## src/rtl/ifetch_unit.sv

```systemverilog
// Instruction fetch unit: tracks the fetch PC, issues one-word requests to the
//   memory controller, pre-classifies returned words and queues them for decode.
// Latency: a word returned at edge N is dispatched (if_to_dc_ready=1) after edge
//   N+1 when the queue was empty and decode is not stalled.
// Backpressure: rob_full/rs_full block the pop; a full queue blocks new requests;
//   rdy_in low freezes everything.
//
// Ports:
//   clk_in, rst_in (sync, active-low), rdy_in (global enable)
//   rob_full, rs_full              : dispatch stalls
//   rob_to_if_jump_en/_addr        : redirect + flush
//   if_to_mc_en/_PC, mc_to_if_*    : memory request / single-cycle response
//   if_to_dc_*                     : registered dispatch bundle to decode
module ifetch_unit #(
  parameter int          IQ_DEPTH = 4,
  parameter logic [31:0] RESET_PC = 32'h0
) (
  input  logic        clk_in,
  input  logic        rst_in,
  input  logic        rdy_in,
  input  logic        rob_full,
  input  logic        rs_full,
  input  logic        rob_to_if_jump_en,
  input  logic [31:0] rob_to_if_jump_addr,
  output logic        if_to_mc_en,
  output logic [31:0] if_to_mc_PC,
  input  logic        mc_to_if_ready,
  input  logic [31:0] mc_to_if_inst,
  output logic        if_to_dc_ready,
  output logic [31:0] if_to_dc_PC,
  output logic [31:0] if_to_dc_inst,
  output logic [3:0]  if_to_dc_opType,
  output logic [5:0]  if_to_dc_op
);

  localparam int PW = $clog2(IQ_DEPTH);
  localparam logic [PW:0] IQ_FULL = (PW+1)'(IQ_DEPTH);

  // Opcode classes (0 = unknown opcode)
  localparam logic [3:0] OP_LUI = 4'd1, OP_AUIPC = 4'd2, OP_JAL = 4'd3,
                         OP_JALR = 4'd4, OP_BR = 4'd5, OP_LD = 4'd6,
                         OP_ST = 4'd7, OP_RI = 4'd8, OP_RC = 4'd9;

  // Operations (0 = none / invalid funct3)
  localparam logic [5:0]
    E_LUI = 6'd1,  E_AUIPC = 6'd2, E_JAL = 6'd3,  E_JALR = 6'd4,
    E_BEQ = 6'd5,  E_BNE = 6'd6,   E_BLT = 6'd7,  E_BGE = 6'd8,
    E_BLTU = 6'd9, E_BGEU = 6'd10, E_LB = 6'd11,  E_LH = 6'd12,
    E_LW = 6'd13,  E_LBU = 6'd14,  E_LHU = 6'd15, E_SB = 6'd16,
    E_SH = 6'd17,  E_SW = 6'd18,   E_ADDI = 6'd19, E_SLTI = 6'd20,
    E_SLTIU = 6'd21, E_XORI = 6'd22, E_ORI = 6'd23, E_ANDI = 6'd24,
    E_SLLI = 6'd25, E_SRLI = 6'd26, E_SRAI = 6'd27, E_ADD = 6'd28,
    E_SUB = 6'd29, E_SLL = 6'd30,  E_SLT = 6'd31, E_SLTU = 6'd32,
    E_XOR = 6'd33, E_SRL = 6'd34,  E_SRA = 6'd35, E_OR = 6'd36,
    E_AND = 6'd37;

  typedef enum logic [1:0] {IDLE, WAIT, DISCARD} state_t;

  state_t        state;
  logic [31:0]   pc;
  logic [PW-1:0] head, tail;
  logic [PW:0]   count;

  logic [31:0] iq_pc   [IQ_DEPTH];
  logic [31:0] iq_inst [IQ_DEPTH];
  logic [3:0]  iq_type [IQ_DEPTH];
  logic [5:0]  iq_op   [IQ_DEPTH];

  // Pre-decode of the word arriving from memory
  logic [3:0]  pd_type;
  logic [5:0]  pd_op;
  logic [2:0]  f3;
  logic        f7b5;
  logic [31:0] jal_imm;
  logic [31:0] next_pc;

  assign f3      = mc_to_if_inst[14:12];
  assign f7b5    = mc_to_if_inst[30];
  assign jal_imm = {{12{mc_to_if_inst[31]}}, mc_to_if_inst[19:12],
                    mc_to_if_inst[20], mc_to_if_inst[30:21], 1'b0};
  // Only JAL is predicted; JALR and branches fall through.
  assign next_pc = (mc_to_if_inst[6:0] == 7'b1101111) ? pc + jal_imm : pc + 32'd4;

  always_comb begin
    pd_type = 4'd0;
    pd_op   = 6'd0;
    case (mc_to_if_inst[6:0])
      7'b0110111: begin pd_type = OP_LUI;   pd_op = E_LUI;   end
      7'b0010111: begin pd_type = OP_AUIPC; pd_op = E_AUIPC; end
      7'b1101111: begin pd_type = OP_JAL;   pd_op = E_JAL;   end
      7'b1100111: begin pd_type = OP_JALR;  pd_op = E_JALR;  end
      7'b1100011: begin
        pd_type = OP_BR;
        case (f3)
          3'b000: pd_op = E_BEQ;
          3'b001: pd_op = E_BNE;
          3'b100: pd_op = E_BLT;
          3'b101: pd_op = E_BGE;
          3'b110: pd_op = E_BLTU;
          3'b111: pd_op = E_BGEU;
          default: pd_op = 6'd0;
        endcase
      end
      7'b0000011: begin
        pd_type = OP_LD;
        case (f3)
          3'b000: pd_op = E_LB;
          3'b001: pd_op = E_LH;
          3'b010: pd_op = E_LW;
          3'b100: pd_op = E_LBU;
          3'b101: pd_op = E_LHU;
          default: pd_op = 6'd0;
        endcase
      end
      7'b0100011: begin
        pd_type = OP_ST;
        case (f3)
          3'b000: pd_op = E_SB;
          3'b001: pd_op = E_SH;
          3'b010: pd_op = E_SW;
          default: pd_op = 6'd0;
        endcase
      end
      7'b0010011: begin
        pd_type = OP_RI;
        case (f3)
          3'b000: pd_op = E_ADDI;
          3'b010: pd_op = E_SLTI;
          3'b011: pd_op = E_SLTIU;
          3'b100: pd_op = E_XORI;
          3'b110: pd_op = E_ORI;
          3'b111: pd_op = E_ANDI;
          3'b001: pd_op = E_SLLI;
          default: pd_op = f7b5 ? E_SRAI : E_SRLI;
        endcase
      end
      7'b0110011: begin
        pd_type = OP_RC;
        case (f3)
          3'b000: pd_op = f7b5 ? E_SUB : E_ADD;
          3'b001: pd_op = E_SLL;
          3'b010: pd_op = E_SLT;
          3'b011: pd_op = E_SLTU;
          3'b100: pd_op = E_XOR;
          3'b101: pd_op = f7b5 ? E_SRA : E_SRL;
          3'b110: pd_op = E_OR;
          default: pd_op = E_AND;
        endcase
      end
      default: begin
        pd_type = 4'd0;
        pd_op   = 6'd0;
      end
    endcase
  end

  logic do_push, do_pop;
  assign do_push = (state == WAIT) && mc_to_if_ready;
  assign do_pop  = (count != '0) && !rob_full && !rs_full;

  always_ff @(posedge clk_in) begin
    if (!rst_in) begin
      state           <= IDLE;
      pc              <= RESET_PC;
      head            <= '0;
      tail            <= '0;
      count           <= '0;
      if_to_mc_en     <= 1'b0;
      if_to_mc_PC     <= 32'd0;
      if_to_dc_ready  <= 1'b0;
      if_to_dc_PC     <= 32'd0;
      if_to_dc_inst   <= 32'd0;
      if_to_dc_opType <= 4'd0;
      if_to_dc_op     <= 6'd0;
    end else if (!rdy_in) begin
      if_to_dc_ready <= 1'b0;
    end else if (rob_to_if_jump_en) begin
      pc             <= rob_to_if_jump_addr;
      head           <= '0;
      tail           <= '0;
      count          <= '0;
      if_to_mc_en    <= 1'b0;
      if_to_dc_ready <= 1'b0;
      // A response still owed by memory must be swallowed before refetching,
      // otherwise it would be mistaken for the new PC's word.
      if ((state == WAIT || state == DISCARD) && !mc_to_if_ready)
        state <= DISCARD;
      else
        state <= IDLE;
    end else begin
      if (do_push) begin
        iq_pc[tail]   <= pc;
        iq_inst[tail] <= mc_to_if_inst;
        iq_type[tail] <= pd_type;
        iq_op[tail]   <= pd_op;
        tail          <= tail + PW'(1);
      end

      if (do_pop) begin
        if_to_dc_ready  <= 1'b1;
        if_to_dc_PC     <= iq_pc[head];
        if_to_dc_inst   <= iq_inst[head];
        if_to_dc_opType <= iq_type[head];
        if_to_dc_op     <= iq_op[head];
        head            <= head + PW'(1);
      end else begin
        if_to_dc_ready <= 1'b0;
      end

      case ({do_push, do_pop})
        2'b10:   count <= count + (PW+1)'(1);
        2'b01:   count <= count - (PW+1)'(1);
        default: count <= count;
      endcase

      case (state)
        IDLE: begin
          // Only one request is ever in flight, so a free slot now is the
          // slot reserved for its response.
          if (count != IQ_FULL) begin
            if_to_mc_en <= 1'b1;
            if_to_mc_PC <= pc;
            state       <= WAIT;
          end
        end
        WAIT: begin
          if (mc_to_if_ready) begin
            if_to_mc_en <= 1'b0;
            pc          <= next_pc;
            state       <= IDLE;
          end
        end
        DISCARD: begin
          if_to_mc_en <= 1'b0;
          if (mc_to_if_ready) state <= IDLE;
        end
        default: state <= IDLE;
      endcase
    end
  end

endmodule

```

## config.mk

```make
export PLATFORM = sky130hd
export DESIGN_NAME = ifetch_unit
export DESIGN_NICKNAME = d
export VERILOG_FILES = /design/src/rtl/ifetch_unit.sv
export SDC_FILE = /design/constraint.sdc
export NUM_CORES = 1
export LEC_CHECK = 0
export ABC_AREA = 1
export BUFFER_PORTS_ARGS = -buffer_cell sky130_fd_sc_hd__buf_2
export CORE_MARGIN = 2
export CORE_UTILIZATION = 55
export CTS_BUF_LIST = sky130_fd_sc_hd__clkbuf_4 sky130_fd_sc_hd__clkbuf_8 sky130_fd_sc_hd__clkbuf_16
export DETAILED_ROUTE_END_ITERATION = 6
export HOLD_SLACK_MARGIN = 0.1
export PLACE_DENSITY_LB_ADDON = 0.3
export REMOVE_ABC_BUFFERS = 1
export SLEW_MARGIN = 15
export SYNTH_ARGS = -nofsm -noshare
export SYNTH_HDL_FRONTEND = slang
export SYNTH_SLANG_ARGS = --single-unit
```

## constraint.sdc

```tcl
create_clock -name clk_in -period 5.9 [get_ports clk_in]
set_input_delay 1.18 -clock clk_in [delete_from_list [all_inputs] [get_ports clk_in]]
set_output_delay 1.18 -clock clk_in [all_outputs]
set_load 0.005 [all_outputs]
```

==> run_results.csv <==
group,metric,value,unit
clock_tree,holdBufCountCts,0,
route,first_pass_iters,7,
cells_and_area,drive_above_1_share,12.7,%
cells_and_area,design_area,22900,um^2
worst_setup_path,endpoint_kind,"flip-flop",
synthesis,yosysWarnings,0,
synthesis,syn_area_per_cell,9.09,um^2
clock_tree,cts_tree,"yes",
clock_tree,worstSkewPairLatency,0.58,ns
timing,period_share,66.4,%
synthesis,seq_area_frac_synth,58.7,%
cells_and_area,stdcell_count,2856,
timing,setup_violations,0,
worst_setup_path,worstPathRequired,6.38,ns
route,remaining_drc_errors,1,
clock_tree,cts-buffers-inserted,46,
clock_tree,post_cts_buffers,0,
route,avgViaCountPerCell,5.81,
cells_and_area,syn2layout_area_growth,13.4,%
place,dp_cells,2771,
clock_tree,h-tree-depth,2,
worst_setup_path,reg2reg_depth,11,
cells_and_area,diodes,0,
worst_setup_path,start_kind,"input pin",
grt,antenna_found_initial,0,
cells_and_area,fill_cells,3070,
place,place_hpwl,34700,um
clock_tree,cts_buffer_depth,3,
place,gp_congestion,1.00,
floorplan,core.rowCount,70,
clock_tree,clk_pin_slew_worst_paths,0.06,ns
synthesis,yosys_most_used_dff,"edfxtp_1",
grt,grt.overflow.total,0,
cells_and_area,nets,2463,
clock_tree,cts_root_buf,"clkbuf_16",
power,p_leak,9.36,nW
power,peakVddDrop,0.216,mV
worst_setup_path,arrival,4.39,ns
timing,rsz0062_at_grt,"false",
grt,grt_pass1_vias,16021,
synthesis,synth_cells,2224,
place,postPlaceCellArea,21400,um^2
route,drt_first_iter_violations,1842,
worst_setup_path,crit_type,"input pin to flip-flop",
timing,fin_crit,3.92,ns
route,wl_per_cell,19.2,um
timing,fmax,255,MHz
synthesis,synthArstFlopShare,0,%
clock_tree,clock_sinks,445,
floorplan,coreArea,36400,um^2
grt,grt_max_degree,97,
timing,worstMarginPinSlew,1.05,ns
worst_setup_path,cp_max_fo,55,
place,io_buffers,178,
power,power_density,289,nW/um^2
synthesis,ys_seq_elements,445,
synthesis,synth_edf_count,296,
timing,finalHoldViolCount,0,
floorplan,fp.dieH,196,um
floorplan,dieArea,38300,um^2
run_status,status,"finished, violations left",
route,routed_wl,54800,um
grt,grt_usage,28.6,%
clock_tree,cts_resized,0,
route,num_vias,16604,
grt,grt_pass1_wl,85300,um
synthesis,synth.distinct_cells,44,
run_status,failed_checks,"design-rule violations",
min_path,hold_path.class,"flip-flop to flip-flop",
synthesis,syn_area,20200,um^2
floorplan,die_w,196,um
timing,slew_headroom,30.1,%
timing,slew_viol_final,0,
floorplan,io_pins,179,
timing,finalClockSkew,0.0205,ns
flow_run,maxCapViolations,0,
route,final_antenna_net_count,0,
min_path,holdPathStages,2,
floorplan,start_util,55.5,%
==> registers in the layout (all words and copies together), names as in the netlist, 3 cells and up <==
signal / cells
iq_pc: 128
iq_op: 24
iq_inst: 128
pc: 32
if_to_dc_opType: 4
if_to_dc_PC: 32
if_to_dc_inst: 32
count: 3
iq_type: 16
if_to_dc_op: 6
if_to_mc_PC: 32
==> layer usage <==
metal / vias to the layer above / track usage [%] / share of wire, % / routed length (um)
met3: 122 / 3.99 / 7.5 / 4130
met1: 7839 / 37.1 / 41 / 22400
li1: 7888 / - / - / -
met2: 755 / 48.2 / 48 / 26300
met5: - / 0 / 0 / 0
met4: 0 / 12.5 / 3.6 / 1970
==> placed cells by master (no fill, tap or decap), drive strengths merged, types with 2 or more instances in the layout <==
master / instances
a211oi: 4
a21oi: 181
and2: 2
buf: 193
clkbuf: 65
clkinv: 14
clkinvlp: 2
dfxtp: 149
edfxtp: 296
fa: 2
ha: 38
inv: 164
nand2: 419
nand3: 138
nand3b: 6
nand4: 13
nor2: 328
nor3: 27
o2111ai: 2
o211ai: 7
o21a: 3
o21ai: 218
o21bai: 6
o221ai: 2
o22ai: 77
xnor2: 8
xor2: 16
==> metrics by stage <==
step	power, mW	worst slack, ns	hold slack, ns	utilization, %	setup TNS [ns]
5_1_grt	6.84	1.78	0.480	62.9	0
4_1_cts	6.67	2.12	0.463	62.9	0
3_5_place_dp	3.87	1.52	0.454	58.8	0
3_3_place_gp	3.86	1.54	0.449	58.8	0
6_report	6.63	1.98	0.460	62.9	0
2_1_floorplan	3.69	-0.205	0.455	-	-58.78
==> critical path, stage by stage <==
cell and delay [ns]:
buf_2 0.48, inv_2 0.50, nand2_1 0.18, inv_1 0.06
nor2_1 0.72, inv_2 0.63, a21oi_1 0.27, o311ai_0 0.16
o211ai_1 0.11, inv_1 0.05
==> final cells by class <==
class | count | area [um^2] | area share, %
clock inverter | 19 | 161 | 0.704
clock buffer | 65 | 1310 | 5.70
sequential | 445 | 11900 | 51.8
inverter | 162 | 613 | 2.67
tap | 468 | 586 | 2.55
multi-input combinational | 1504 | 7330 | 32.0
timing repair buffer | 193 | 1050 | 4.60
==> synthesized netlist by cell type (all sizes together), types with 8 or more instances <==
master | number | share of area, %
o21ai | 218 | 5.4
xor2 | 16 | 0.69
nor3 | 27 | 0.88
nand4 | 13 | 0.43
nand2 | 419 | 7.8
o22ai | 77 | 2.4
ha | 38 | 2.4
nor2 | 328 | 6.1
a21oi | 181 | 4.5
buf | 35 | 0.82
xnor2 | 8 | 0.35
clkbuf | 78 | 1.4
inv | 162 | 3.0
edfxtp | 296 | 44
nand3 | 138 | 3.4
dfxtp | 149 | 15
==> worst paths after layout <==
| kind | slack [ns] | endpoint | from |
|---|---|---|---|
| setup / recovery | 1.98 | pc[2] | rob_to_if_jump_en |
| hold reg to reg | 0.46 | if_to_dc_inst[7] | if_to_dc_inst[7] |
| hold / removal | 0.46 | if_to_dc_inst[7] | if_to_dc_inst[7] |
| setup reg to reg | 2.99 | pc[2] | state[1] |
==> power by group <==
| part | internal [mW] | switching (mW) |
|---|---|---|
| clock | 1.60 | 1.21 |
| combinational | 0.129 | 0.279 |
| sequential | 3.35 | 0.0575 |
==> cell families (layout without fill, tap and decap cells) <==
group	Yosys count	count (layout)	synth area share [%]
simple gates	935	935	19.1
compound gates	505	505	13.4
flops	445	445	58.7
buf+inv	275	439	5.28
fa+ha+maj	40	40	2.55
xor+xnor	24	24	1.04
Power figures use the tool's default switching activity.
